$ cat src/rtl/round_robin_arbiter.sv
// N-requester arbiter with a registered one-hot grant, held until ack or withdrawal.
// Optional burst lock is enabled by defining LIBSV_ROUND_ROBIN_ARBITER_LOCK_EN.
module round_robin_arbiter #(
    parameter int unsigned N    = 4,
    parameter int unsigned MODE = 0,
    parameter int unsigned IDXW = $clog2(N)
) (
    input  logic            i_clk,
    input  logic            i_rst_n,
    input  logic [N-1:0]    i_req,
    input  logic            i_ack,
`ifdef LIBSV_ROUND_ROBIN_ARBITER_LOCK_EN
    input  logic            i_lock,
`endif
    output logic [N-1:0]    o_gnt,
    output logic [IDXW-1:0] o_gnt_idx,
    output logic            o_valid
);

    typedef enum logic [0:0] {StIdle, StGrant} state_e;

    localparam logic [N-1:0] One = {{(N-1){1'b0}}, 1'b1};

    state_e          state_q, state_d;
    logic [N-1:0]    gnt_q, gnt_d;
    logic [IDXW-1:0] gnt_idx_q, gnt_idx_d;
    logic [IDXW-1:0] ptr_q, ptr_d;
    logic            valid_q, valid_d;

    logic [IDXW-1:0] arb_ptr;
    logic [IDXW-1:0] win_idx;
    logic [IDXW-1:0] cand;
    logic            win_found;
    logic            lock_hold;

    // While granting, an ack re-arbitrates as if ptr had already moved to the granted index.
    always_comb begin
        arb_ptr   = (state_q == StGrant) ? gnt_idx_q : ptr_q;
        win_found = 1'b0;
        win_idx   = '0;
        cand      = '0;
        for (int unsigned k = 0; k < N; k++) begin
            if (MODE == 1) begin
                cand = IDXW'(k);
            end else begin
                cand = IDXW'((32'(arb_ptr) + 32'd1 + k) % N);
            end
            if (!win_found && i_req[cand]) begin
                win_found = 1'b1;
                win_idx   = cand;
            end
        end
    end

`ifdef LIBSV_ROUND_ROBIN_ARBITER_LOCK_EN
    assign lock_hold = i_lock && i_req[gnt_idx_q];
`else
    assign lock_hold = 1'b0;
`endif

    always_comb begin
        state_d   = state_q;
        gnt_d     = gnt_q;
        gnt_idx_d = gnt_idx_q;
        ptr_d     = ptr_q;
        valid_d   = valid_q;
        unique case (state_q)
            StIdle: begin
                if (win_found) begin
                    gnt_d     = One << win_idx;
                    gnt_idx_d = win_idx;
                    valid_d   = 1'b1;
                    state_d   = StGrant;
                end
            end
            StGrant: begin
                if (i_ack) begin
                    if (lock_hold) begin
                        // Burst continues on the same requester; no credit consumed.
                        ptr_d = ptr_q;
                    end else begin
                        ptr_d = gnt_idx_q;
                        if (win_found) begin
                            gnt_d     = One << win_idx;
                            gnt_idx_d = win_idx;
                        end else begin
                            gnt_d     = '0;
                            gnt_idx_d = '0;
                            valid_d   = 1'b0;
                            state_d   = StIdle;
                        end
                    end
                end else if (!i_req[gnt_idx_q]) begin
                    gnt_d     = '0;
                    gnt_idx_d = '0;
                    valid_d   = 1'b0;
                    state_d   = StIdle;
                end
            end
            default: begin
                state_d = StIdle;
            end
        endcase
    end

    always_ff @(posedge i_clk) begin
        if (!i_rst_n) begin
            state_q   <= StIdle;
            gnt_q     <= '0;
            gnt_idx_q <= '0;
            ptr_q     <= IDXW'(N - 1);
            valid_q   <= 1'b0;
        end else begin
            state_q   <= state_d;
            gnt_q     <= gnt_d;
            gnt_idx_q <= gnt_idx_d;
            ptr_q     <= ptr_d;
            valid_q   <= valid_d;
        end
    end

    assign o_gnt     = gnt_q;
    assign o_gnt_idx = gnt_idx_q;
    assign o_valid   = valid_q;

endmodule
$ cat config.mk
export PLATFORM = sky130hd
export DESIGN_NAME = round_robin_arbiter
export DESIGN_NICKNAME = d
export VERILOG_FILES = /design/src/rtl/round_robin_arbiter.sv
export SDC_FILE = /design/constraint.sdc
export NUM_CORES = 1
export LEC_CHECK = 0
export CAP_MARGIN = 20
export CORE_AREA = 8 8 45 47
export DETAILED_ROUTE_END_ITERATION = 8
export DIE_AREA = 0 0 53 55
export PLACE_DENSITY_LB_ADDON = 0.15
export SLEW_MARGIN = 10
export SYNTH_ARGS = -nofsm -noshare
export SYNTH_HDL_FRONTEND = slang
export SYNTH_SLANG_ARGS = --single-unit
export TNS_END_PERCENT = 5
$ cat constraint.sdc
create_clock -name i_clk -period 3.3 [get_ports i_clk]
set_input_delay 0.33 -clock i_clk [delete_from_list [all_inputs] [get_ports i_clk]]
set_output_delay 0.33 -clock i_clk [all_outputs]
set_load 0.02 [all_outputs]
==> results.py, run 1 <==
metrics = {
    "outcome": {
        "status": "complete, no violations",
    },
    "critical_path": {
        "endpoint_kind": "primary output",
        "worstSetupPathType": "register to primary output",
        "start_kind": "register",
        "critPathBufInv": 1,
        "cpMaxStageDelayCell": "clkdlybuf4s50_1",
        "arrival_ps": 1430,
        "critPathTopFamily": "buffers and inverters",
        "r2r_end": "o_gnt[3]$_SDFFE_PN0P_",
        "reg2reg_slack_ps": 1580,
        "worstPathCellList": "clkdlybuf4s50_1",
        "crit_required_ps": 2970,
        "critical_path.max_stage_delay_ps": 670,
        "r2r-start": "state_q$_SDFF_PN0_",
        "rr_worst_depth": 4,
        "worstPathMaxFanout": 8,
    },
    "drt": {
        "num_vias": 524,
        "drt-total-wl_mm": 1.275,
        "avgRoutedWirePerCell_um": 13.86,
        "drtAntennaViolNets": 0,
        "drt_iter0_markers": 10,
        "vias_per_cell": 5.696,
        "drtPass1Iterations": 4,
        "drc": 0,
    },
    "place": {
        "place.gp.congestion": 0.7489,
        "dp.cells": 89,
        "port_buffers": 13,
        "place_ws_ps": 1386,
        "dp_hpwl_um": 989,
        "place_area_um2": 711.9,
    },
    "layout": {
        "stdcell_count": 92,
        "syn_to_final_growth_pct": 25.16,
        "antenna_cells": 0,
        "fillers": 135,
        "final_area_um2": 734.5,
        "drive_gt1_share_pct": 13.16,
        "nets": 85,
    },
    "timing": {
        "fin_skew_ps": 3.495,
        "final.min_clock_period_ps": 1756,
        "final_max_slew_viol_count": 0,
        "rsz0062_at_grt": "no",
        "final.setup.worst_slack_ps": 1544,
        "post-route-period-util_pct": 53.22,
        "finalSetupTns_ps": 0,
        "tightest_slew_ps": 453.4,
        "finalSetupViolCount": 0,
        "slew_headroom_pct": 69.73,
        "fmax_mhz": 569.4,
        "hold_viol": 0,
    },
    "floorplan": {
        "num_rows": 14,
        "start_util_pct": 42.41,
        "io_pins": 14,
        "die-area_um2": 2915,
        "die_x_um": 53,
        "core_area_um2": 1384,
        "die_y_um": 55,
    },
    "clock_tree": {
        "cts_sinks": 10,
        "cts_resized": 0,
        "cts_max_level": 1,
        "cts_tree": "built",
        "clkSlewWorstSetupHoldPaths_ps": 60,
        "cts_root_buf": "clkbuf_4",
        "cts_made_buffers": 3,
        "post-cts-setup-buffers": 0,
        "cts.path.max_buffers": 2,
        "insertion_delay_ps": 260,
        "holdBufCountCts": 0,
    },
    "grt": {
        "grt_pass1_wl_mm": 2.056,
        "track_usage_pct": 9.474,
        "first_global_vias": 467,
        "grt_overflow": 0,
        "grt_max_degree": 14,
        "antenna_found_initial": 0,
    },
    "yosys": {
        "seq_area_frac_synth_pct": 34.12,
        "synthCells": 64,
        "syn_area_um2": 586.8,
        "ys.flop_type": "dfxtp_1",
        "syn_nets": 71,
        "synthArstFlopShare_pct": 0,
        "avgSynthCellArea_um2": 9.169,
        "ys_ff_latch": 10,
        "synth_edf_count": 0,
        "yosysUniqueCellTypes": 33,
        "synth_warnings": 0,
    },
    "pwr": {
        "power.leakage_nw": 0.2777,
        "vdd_drop_max_mv": 0.3106,
        "p_per_area_nw_per_um2": 445.8,
    },
    "min_path": {
        "min_from": "o_gnt[1]$_SDFFE_PN0P_",
        "min_to": "o_gnt[1]$_SDFFE_PN0P_",
        "hold_class": "register to register",
        "whs_path_depth": 1,
    },
    "flow_run": {
        "maxCapViolations": 0,
    },
}
[sequential cells by signal (all words and copies together) (netlist names)]
name       flops
o_gnt          4
o_gnt_idx      2
o_valid        1
ptr_q          2
state_q        1
[cell usage after synthesis (all sizes together), types with 2 or more instances]
cell / n / share of area (%)
a22o: 2 / 3.0
mux2i: 6 / 10
o2bb2ai: 3 / 4.5
buf: 3 / 3.6
o21a: 2 / 2.8
dfxtp: 10 / 34
nor2: 5 / 3.2
nand2: 5 / 3.2
nand3: 6 / 5.1
[placed cells by master (no fill, tap or decap), types with 2 or more instances in the layout]
cell	n
nand3_1	6
nand2_1	5
nor2_1	5
dfxtp_1	10
mux2i_1	6
clkdlybuf4s50_1	13
clkbuf_4	3
o2bb2ai_1	3
a22o_1	2
[worst reg2reg max path, stage by stage, from the launching register on]
cell and delay, ps:
dfxtp_1 600, mux2_2 430, a2bb2oi_1 210, o221ai_1 180, a22o_1 200
[cell type report]
type	instances	area, um2	share of cell area [%]
Multi-Input combinational cell	49	357.8	48.72
Sequential cell	10	200.2	27.26
Tap cell	16	20.02	2.726
Timing Repair Buffer	13	130.1	17.72
Inverter	1	3.754	0.5111
Clock buffer	3	22.52	3.066
[per-layer routing]
metal,vias to the layer above,track usage (%),routed length [um]
li1,269,-,-
met3,4,2.406,47
met4,0,6.466,27
met2,9,14.06,562
met1,242,11.77,638
met5,-,0,0
[stage by stage]
step	power [W]	utilization, %	hold WS (ps)
floorplan	0.0002134	-	460.3
global placement	0.0002499	51.45	448.1
detailed placement	0.0002500	51.45	453.4
CTS	0.0003329	53.07	474.5
global route	0.0003464	53.07	499.8
finish	0.0003275	53.07	471.6
[how the worst max path moves through the flow]
stage | start | end | slack (ps) | depth (start not counted)
global route | o_gnt_idx[1]$_SDFFE_PN0P_ | o_gnt_idx[1] | 1470 | 1
finish | o_gnt_idx[1]$_SDFFE_PN0P_ | o_gnt_idx[1] | 1540 | 1
detailed placement | i_req[0] | o_gnt[3]$_SDFFE_PN0P_ | 1390 | 5
CTS | o_gnt_idx[1]$_SDFFE_PN0P_ | o_gnt_idx[1] | 1530 | 1
global placement | i_req[0] | o_gnt[3]$_SDFFE_PN0P_ | 1390 | 5
floorplan | o_gnt_idx[1]$_SDFFE_PN0P_ | o_gnt[2]$_SDFFE_PN0P_ | 1730 | 5
[where the power goes]
part / leakage [nW] / internal [W] / total, W / switching, W
logic: 0.181 / 0.0000500 / 0.0000975 / 0.0000475
registers: 0.0827 / 0.000133 / 0.000149 / 0.0000159
clock network: 0.0138 / 0.0000420 / 0.0000807 / 0.0000387
total: 0.278 / 0.000225 / 0.000327 / 0.000102
[cell families (layout without fill, tap and decap cells)]
group	count (synthesis)	count (layout)	synth area share, %
AOI/OAI and AO/OA	18	18	26.02
DFF	10	10	34.11
muxes	7	7	12.15
and+or+nand+nor	24	24	22.82
buffers and inverters	5	17	4.903
Power figures use the tool's default switching activity.
==> run 2, diff against run 1 <==
--- a/config.mk
+++ b/config.mk
@@ -6,9 +6,9 @@
 export NUM_CORES = 1
 export LEC_CHECK = 0
 export CAP_MARGIN = 20
-export CORE_AREA = 8 8 45 47
+export CORE_MARGIN = 8
+export CORE_UTILIZATION = 42
 export DETAILED_ROUTE_END_ITERATION = 8
-export DIE_AREA = 0 0 53 55
 export PLACE_DENSITY_LB_ADDON = 0.15
 export SLEW_MARGIN = 10
 export SYNTH_ARGS = -nofsm -noshare
==> constraint.sdc (replaced) <==
create_clock -name i_clk -period 1.59 [get_ports i_clk]
set_input_delay 0.159 -clock i_clk [delete_from_list [all_inputs] [get_ports i_clk]]
set_output_delay 0.159 -clock i_clk [all_outputs]
set_load 0.02 [all_outputs]
==> run 2 against run 1 <==
Net effect:
- sequential share of layout area decreased by 3.3 points
- first-iteration DRC count increased by 10%
- combinational power grew to 2.5 times the previous value
==> results.py, run 2 (same netlist as run 1, synthesis figures left out) <==
metrics = {
    "pwr": {
        "power.leakage_nw": 0.3630,
        "combinationalPowerShare_pct": 31.3,
        "clockPowerShare_pct": 29.6,
        "p_seq_share_pct": 39.1,
        "internal_power_w": 0.0005480,
        "switching_share_pct": 30.24,
        "p_switching_w": 0.0002375,
        "vdd_drop_max_mv": 0.5715,
        "p_per_area_nw_per_um2": 930.1,
    },
    "layout": {
        "largest_reg_flops": 4,
        "nets": 97,
        "antenna_cells": 0,
        "fillers": 115,
        "syn_to_final_growth_pct": 43.92,
        "final_common_cell": "buf_4",
        "final_cell_mix": "12 x buf_4, 11 x clkdlybuf4s50_1, 8 x dfxtp_1, 6 x nand3_1",
        "stdcell_count": 104,
        "drive_gt1_share_pct": 29.21,
    },
    "critical_path": {
        "rr_worst_depth": 4,
        "reg2reg_slack_ps": 90,
        "worstPathCellList": "mux2_2 -> a2bb2oi_1 -> o221ai_1 -> a22o_1",
        "start_kind": "register",
        "crit_required_ps": 1750,
        "endpoint_kind": "register",
        "r2r_end": "o_gnt[3]$_SDFFE_PN0P_",
        "worstSetupPathType": "register to register",
        "critical_path.max_stage_delay_ps": 400,
        "critPathBufInv": 0,
        "arrival_ps": 1670,
        "cpMaxStageDelayCell": "dfxtp_2",
        "critPathTopFamily": "compound AO/OA/AOI/OAI gates",
        "worstPathMaxFanout": 6,
        "r2r-start": "state_q$_SDFF_PN0_",
    },
    "floorplan": {
        "start_util_pct": 45.10,
        "core_area_um2": 1301,
        "die-area_um2": 2849,
        "die_x_um": 53.38,
        "die_y_um": 53.38,
        "num_rows": 13,
        "io_pins": 14,
    },
    "clock_tree": {
        "clkSlewWorstSetupHoldPaths_ps": 70,
        "post-cts-setup-buffers": 0,
        "cts_max_level": 1,
        "cts.path.max_buffers": 2,
        "cts_resized": 1,
        "cts_tree": "built",
        "cts_root_buf": "clkbuf_4",
        "cts_made_buffers": 3,
        "insertion_delay_ps": 270,
        "cts_sinks": 10,
        "holdBufCountCts": 0,
    },
    "timing": {
        "final.min_clock_period_ps": 1503,
        "rsz0062_at_grt": "no",
        "final.setup.worst_slack_ps": 87.47,
        "hold_viol": 0,
        "tightest_slew_ps": 268.7,
        "fmax_mhz": 665.5,
        "fin_skew_ps": 4.217,
        "finalSetupViolCount": 0,
        "slew_headroom_pct": 81.98,
        "final_max_slew_viol_count": 0,
        "post-route-period-util_pct": 94.50,
    },
    "min_path": {
        "hold_class": "register to register",
        "min_from": "o_gnt[0]$_SDFFE_PN0P_",
        "whs_path_depth": 1,
        "min_to": "o_gnt[0]$_SDFFE_PN0P_",
    },
    "grt": {
        "grt_overflow": 0,
        "track_usage_pct": 11.85,
        "grt_pass1_wl_mm": 2.525,
        "antenna_found_initial": 0,
        "first_global_vias": 607,
        "grt_max_degree": 9,
    },
    "place": {
        "dp_hpwl_mm": 1.115,
        "place_ws_ps": -94.83,
        "port_buffers": 13,
        "place.gp.congestion": 0.8032,
        "dp.cells": 100,
    },
    "drt": {
        "vias_per_cell": 5.500,
        "drt-total-wl_mm": 1.482,
        "drc": 0,
        "avgRoutedWirePerCell_um": 14.25,
        "drtAntennaViolNets": 0,
        "drtPass1Iterations": 4,
        "drt_iter0_markers": 11,
        "num_vias": 572,
    },
    "flow_run": {
        "maxCapViolations": 0,
    },
    "outcome": {
        "status": "complete, no violations",
    },
}
## run 2: worst max-delay path by stage
stage,cells after the start,endpoint,from,slack [ps]
after CTS,4,o_gnt[3]$_SDFFE_PN0P_,state_q$_SDFF_PN0_,30
after global routing,4,o_gnt[3]$_SDFFE_PN0P_,state_q$_SDFF_PN0_,40
after global placement,5,o_gnt[2]$_SDFFE_PN0P_,i_req[1],-100
after floorplan,5,o_gnt[2]$_SDFFE_PN0P_,o_gnt_idx[1]$_SDFFE_PN0P_,20
after detailed placement,5,o_gnt[2]$_SDFFE_PN0P_,i_req[0],-90
final,4,o_gnt[3]$_SDFFE_PN0P_,state_q$_SDFF_PN0_,90
## run 2: cell type report
| cell class | instances | area, um2 | share of cell area [%] |
|---|---|---|---|
| well taps | 15 | 18.77 | 2.222 |
| clock buffers | 4 | 36.28 | 4.296 |
| repair buffers | 25 | 221.5 | 26.22 |
| flip-flops and latches | 10 | 202.7 | 24.00 |
| multi-input cells | 49 | 361.6 | 42.81 |
| inverters | 1 | 3.754 | 0.4444 |
## run 2: per-stage QoR
step | utilization [%] | power [W] | area [um2] | setup TNS (ps) | hold WS, ps
floorplan | - | 0.0004428 | 586.8 | 0 | 318.5
global placement | 61.54 | 0.0005510 | 800.8 | -454.9 | 454.9
detailed placement | 61.54 | 0.0005541 | 800.8 | -581.7 | 449.2
CTS | 64.23 | 0.0007872 | 835.8 | 0 | 464.7
global route | 64.90 | 0.0008288 | 844.6 | 0 | 484.6
finish | 64.90 | 0.0007855 | 844.6 | 0 | 460.6
## run 2: power groups by stage
stage	Clock (W)	Sequential (W)	Combinational, W
after floorplan	0	0.000321	0.000122
after global placement	0	0.000310	0.000241
after detailed placement	0	0.000310	0.000244
after CTS	0.000239	0.000305	0.000244
after global routing	0.000249	0.000311	0.000268
final	0.000233	0.000307	0.000246
## run 2: per-layer routing
metal  GRT usage (%)  wire length [um]  vias to the layer above
li1                -                 -                      291
met1           13.56               706                      261
met2           18.16               639                       15
met3           4.202                99                        5
met4           7.563                37                        0
met5               0                 0                        -
==> run 3, diff against run 2 <==
--- a/config.mk
+++ b/config.mk
@@ -10,6 +10,7 @@
 export CORE_UTILIZATION = 42
 export DETAILED_ROUTE_END_ITERATION = 8
 export PLACE_DENSITY_LB_ADDON = 0.15
+export SKIP_CTS_REPAIR_TIMING = 1
 export SLEW_MARGIN = 10
 export SYNTH_ARGS = -nofsm -noshare
 export SYNTH_HDL_FRONTEND = slang
==> run 3 against run 2 <==
Net effect:
- worst setup slack worse by 3.1 ps
- sequential power hardly changed
- routed wire length is 0.20% lower
- cell count stayed put
- critical path depth is 3 lower
- combinational power hardly changed
- die area stayed put
- via count is 1.0% higher
- utilization is 0.19 points lower
- largest cell class unchanged
- highest routed layer unchanged
==> results.py, run 3 (same netlist as run 1, synthesis figures left out) <==
metrics = {
    "outcome": {
        "status": "complete, no violations",
    },
    "layout": {
        "final_cell_mix": "12 x clkdlybuf4s50_1, 12 x buf_4, 8 x dfxtp_1, 6 x mux2i_1, 6 x nand3_1",
        "final_area_um2": 842.1,
        "syn_to_final_growth_pct": 43.50,
        "drive_gt1_share_pct": 28.09,
        "fin_util_pct": 64.71,
        "nets": 97,
        "largest_reg_flops": 4,
        "antenna_cells": 0,
        "fillers": 115,
    },
    "grt": {
        "grt_pass1_wl_mm": 2.525,
        "grt_max_degree": 9,
        "track_usage_pct": 11.85,
        "antenna_found_initial": 0,
        "first_global_vias": 607,
        "grt_overflow": 0,
    },
    "clock_tree": {
        "cts_made_buffers": 3,
        "cts_sinks": 10,
        "clkSlewWorstSetupHoldPaths_ps": 70,
        "cts_max_level": 1,
        "cts_tree": "built",
        "cts.path.max_buffers": 2,
        "insertion_delay_ps": 270,
        "cts_root_buf": "clkbuf_4",
    },
    "pwr": {
        "clockPowerShare_pct": 29.7,
        "combinationalPowerShare_pct": 31.4,
        "vdd_drop_max_mv": 0.5625,
        "p_seq_share_pct": 39.0,
        "switching_share_pct": 30.18,
        "finalPower_w": 0.0007850,
        "p_switching_w": 0.0002369,
        "p_per_area_nw_per_um2": 932.3,
        "internal_power_w": 0.0005481,
        "power.leakage_nw": 0.3590,
    },
    "min_path": {
        "hold_class": "register to register",
        "min_to": "o_gnt[0]$_SDFFE_PN0P_",
        "whs_path_depth": 1,
        "min_from": "o_gnt[0]$_SDFFE_PN0P_",
    },
    "floorplan": {
        "die_x_um": 53.38,
        "num_rows": 13,
        "core_area_um2": 1301,
        "die_y_um": 53.38,
        "die-area_um2": 2849,
        "start_util_pct": 45.10,
        "io_pins": 14,
    },
    "drt": {
        "avgRoutedWirePerCell_um": 14.22,
        "drtAntennaViolNets": 0,
        "drt-total-wl_mm": 1.479,
        "vias_per_cell": 5.558,
        "drc": 0,
        "drtPass1Iterations": 4,
        "num_vias": 578,
        "drt_iter0_markers": 13,
    },
    "critical_path": {
        "worstPathMaxFanout": 6,
        "cpMaxStageDelayCell": "clkdlybuf4s50_1",
        "critPathTopFamily": "buffers and inverters",
        "start_kind": "register",
        "r2r-start": "state_q$_SDFF_PN0_",
        "critPathBufInv": 1,
        "crit_start": "o_gnt_idx[0]$_SDFFE_PN0P_",
        "crit_required_ps": 1430,
        "worstPathCellList": "clkdlybuf4s50_1",
        "endpoint_kind": "primary output",
        "reg2reg_slack_ps": 90,
        "worstSetupPathType": "register to primary output",
        "arrival_ps": 1350,
        "critical_path.max_stage_delay_ps": 650,
        "rr_worst_depth": 4,
        "r2r_end": "o_gnt[3]$_SDFFE_PN0P_",
    },
    "timing": {
        "rsz0062_at_grt": "no",
        "final_max_slew_viol_count": 0,
        "post-route-period-util_pct": 94.69,
        "hold_viol": 0,
        "tightest_slew_ps": 260.9,
        "slew_headroom_pct": 82.11,
        "fin_skew_ps": 4.441,
        "final.min_clock_period_ps": 1506,
        "finalSetupViolCount": 0,
        "fmax_mhz": 664.2,
    },
    "place": {
        "place_area_um2": 800.8,
        "place.gp.congestion": 0.8032,
        "dp_hpwl_mm": 1.115,
        "port_buffers": 13,
    },
    "flow_run": {
        "maxCapViolations": 0,
    },
}
## run 3: final cells by class
type / instances / area, um2 / area share (%)
sequential: 10 / 202.7 / 24.07
clock buffer: 4 / 36.28 / 4.309
tap: 15 / 18.77 / 2.229
timing repair buffer: 25 / 222.7 / 26.45
inverter: 1 / 3.754 / 0.4458
multi-input combinational: 49 / 357.8 / 42.50
## run 3: worst max-delay path by stage
stage	slack, ps	depth (start not counted)	to
finish	80	1	o_gnt_idx[0]
global route	20	1	o_gnt_idx[0]
CTS	-40	1	o_gnt_idx[1]
detailed placement	-90	5	o_gnt[2]$_SDFFE_PN0P_
global placement	-100	5	o_gnt[2]$_SDFFE_PN0P_
floorplan	20	5	o_gnt[2]$_SDFFE_PN0P_
## run 3: stage by stage
stage               setup TNS (ps)  cells  worst slack (ps)  hold WS, ps
finish                           0    104             84.42        460.6
detailed placement          -581.7    100            -94.83        449.2
floorplan                        0     64             23.79        318.5
global route                     0    104             18.50        484.6
CTS                         -39.08    104            -39.08        464.7
global placement            -454.9    100            -95.41        454.9
## run 3: power groups by stage
stage               clock network (W)  logic (W)  registers (W)
global placement                    0   0.000241       0.000310
detailed placement                  0   0.000244       0.000310
floorplan                           0   0.000122       0.000321
finish                       0.000233   0.000246       0.000306
global route                 0.000249   0.000268       0.000310
CTS                          0.000239   0.000246       0.000305
## run 3: routing by layer
layer,track usage (%),wire length (um),share of wire (%),up-vias
met5,0,0,0,-
met4,7.563,34,2.3,0
met3,4.202,107,7.2,5
met2,18.16,644,44,19
met1,13.56,692,47,263
li1,-,-,-,291
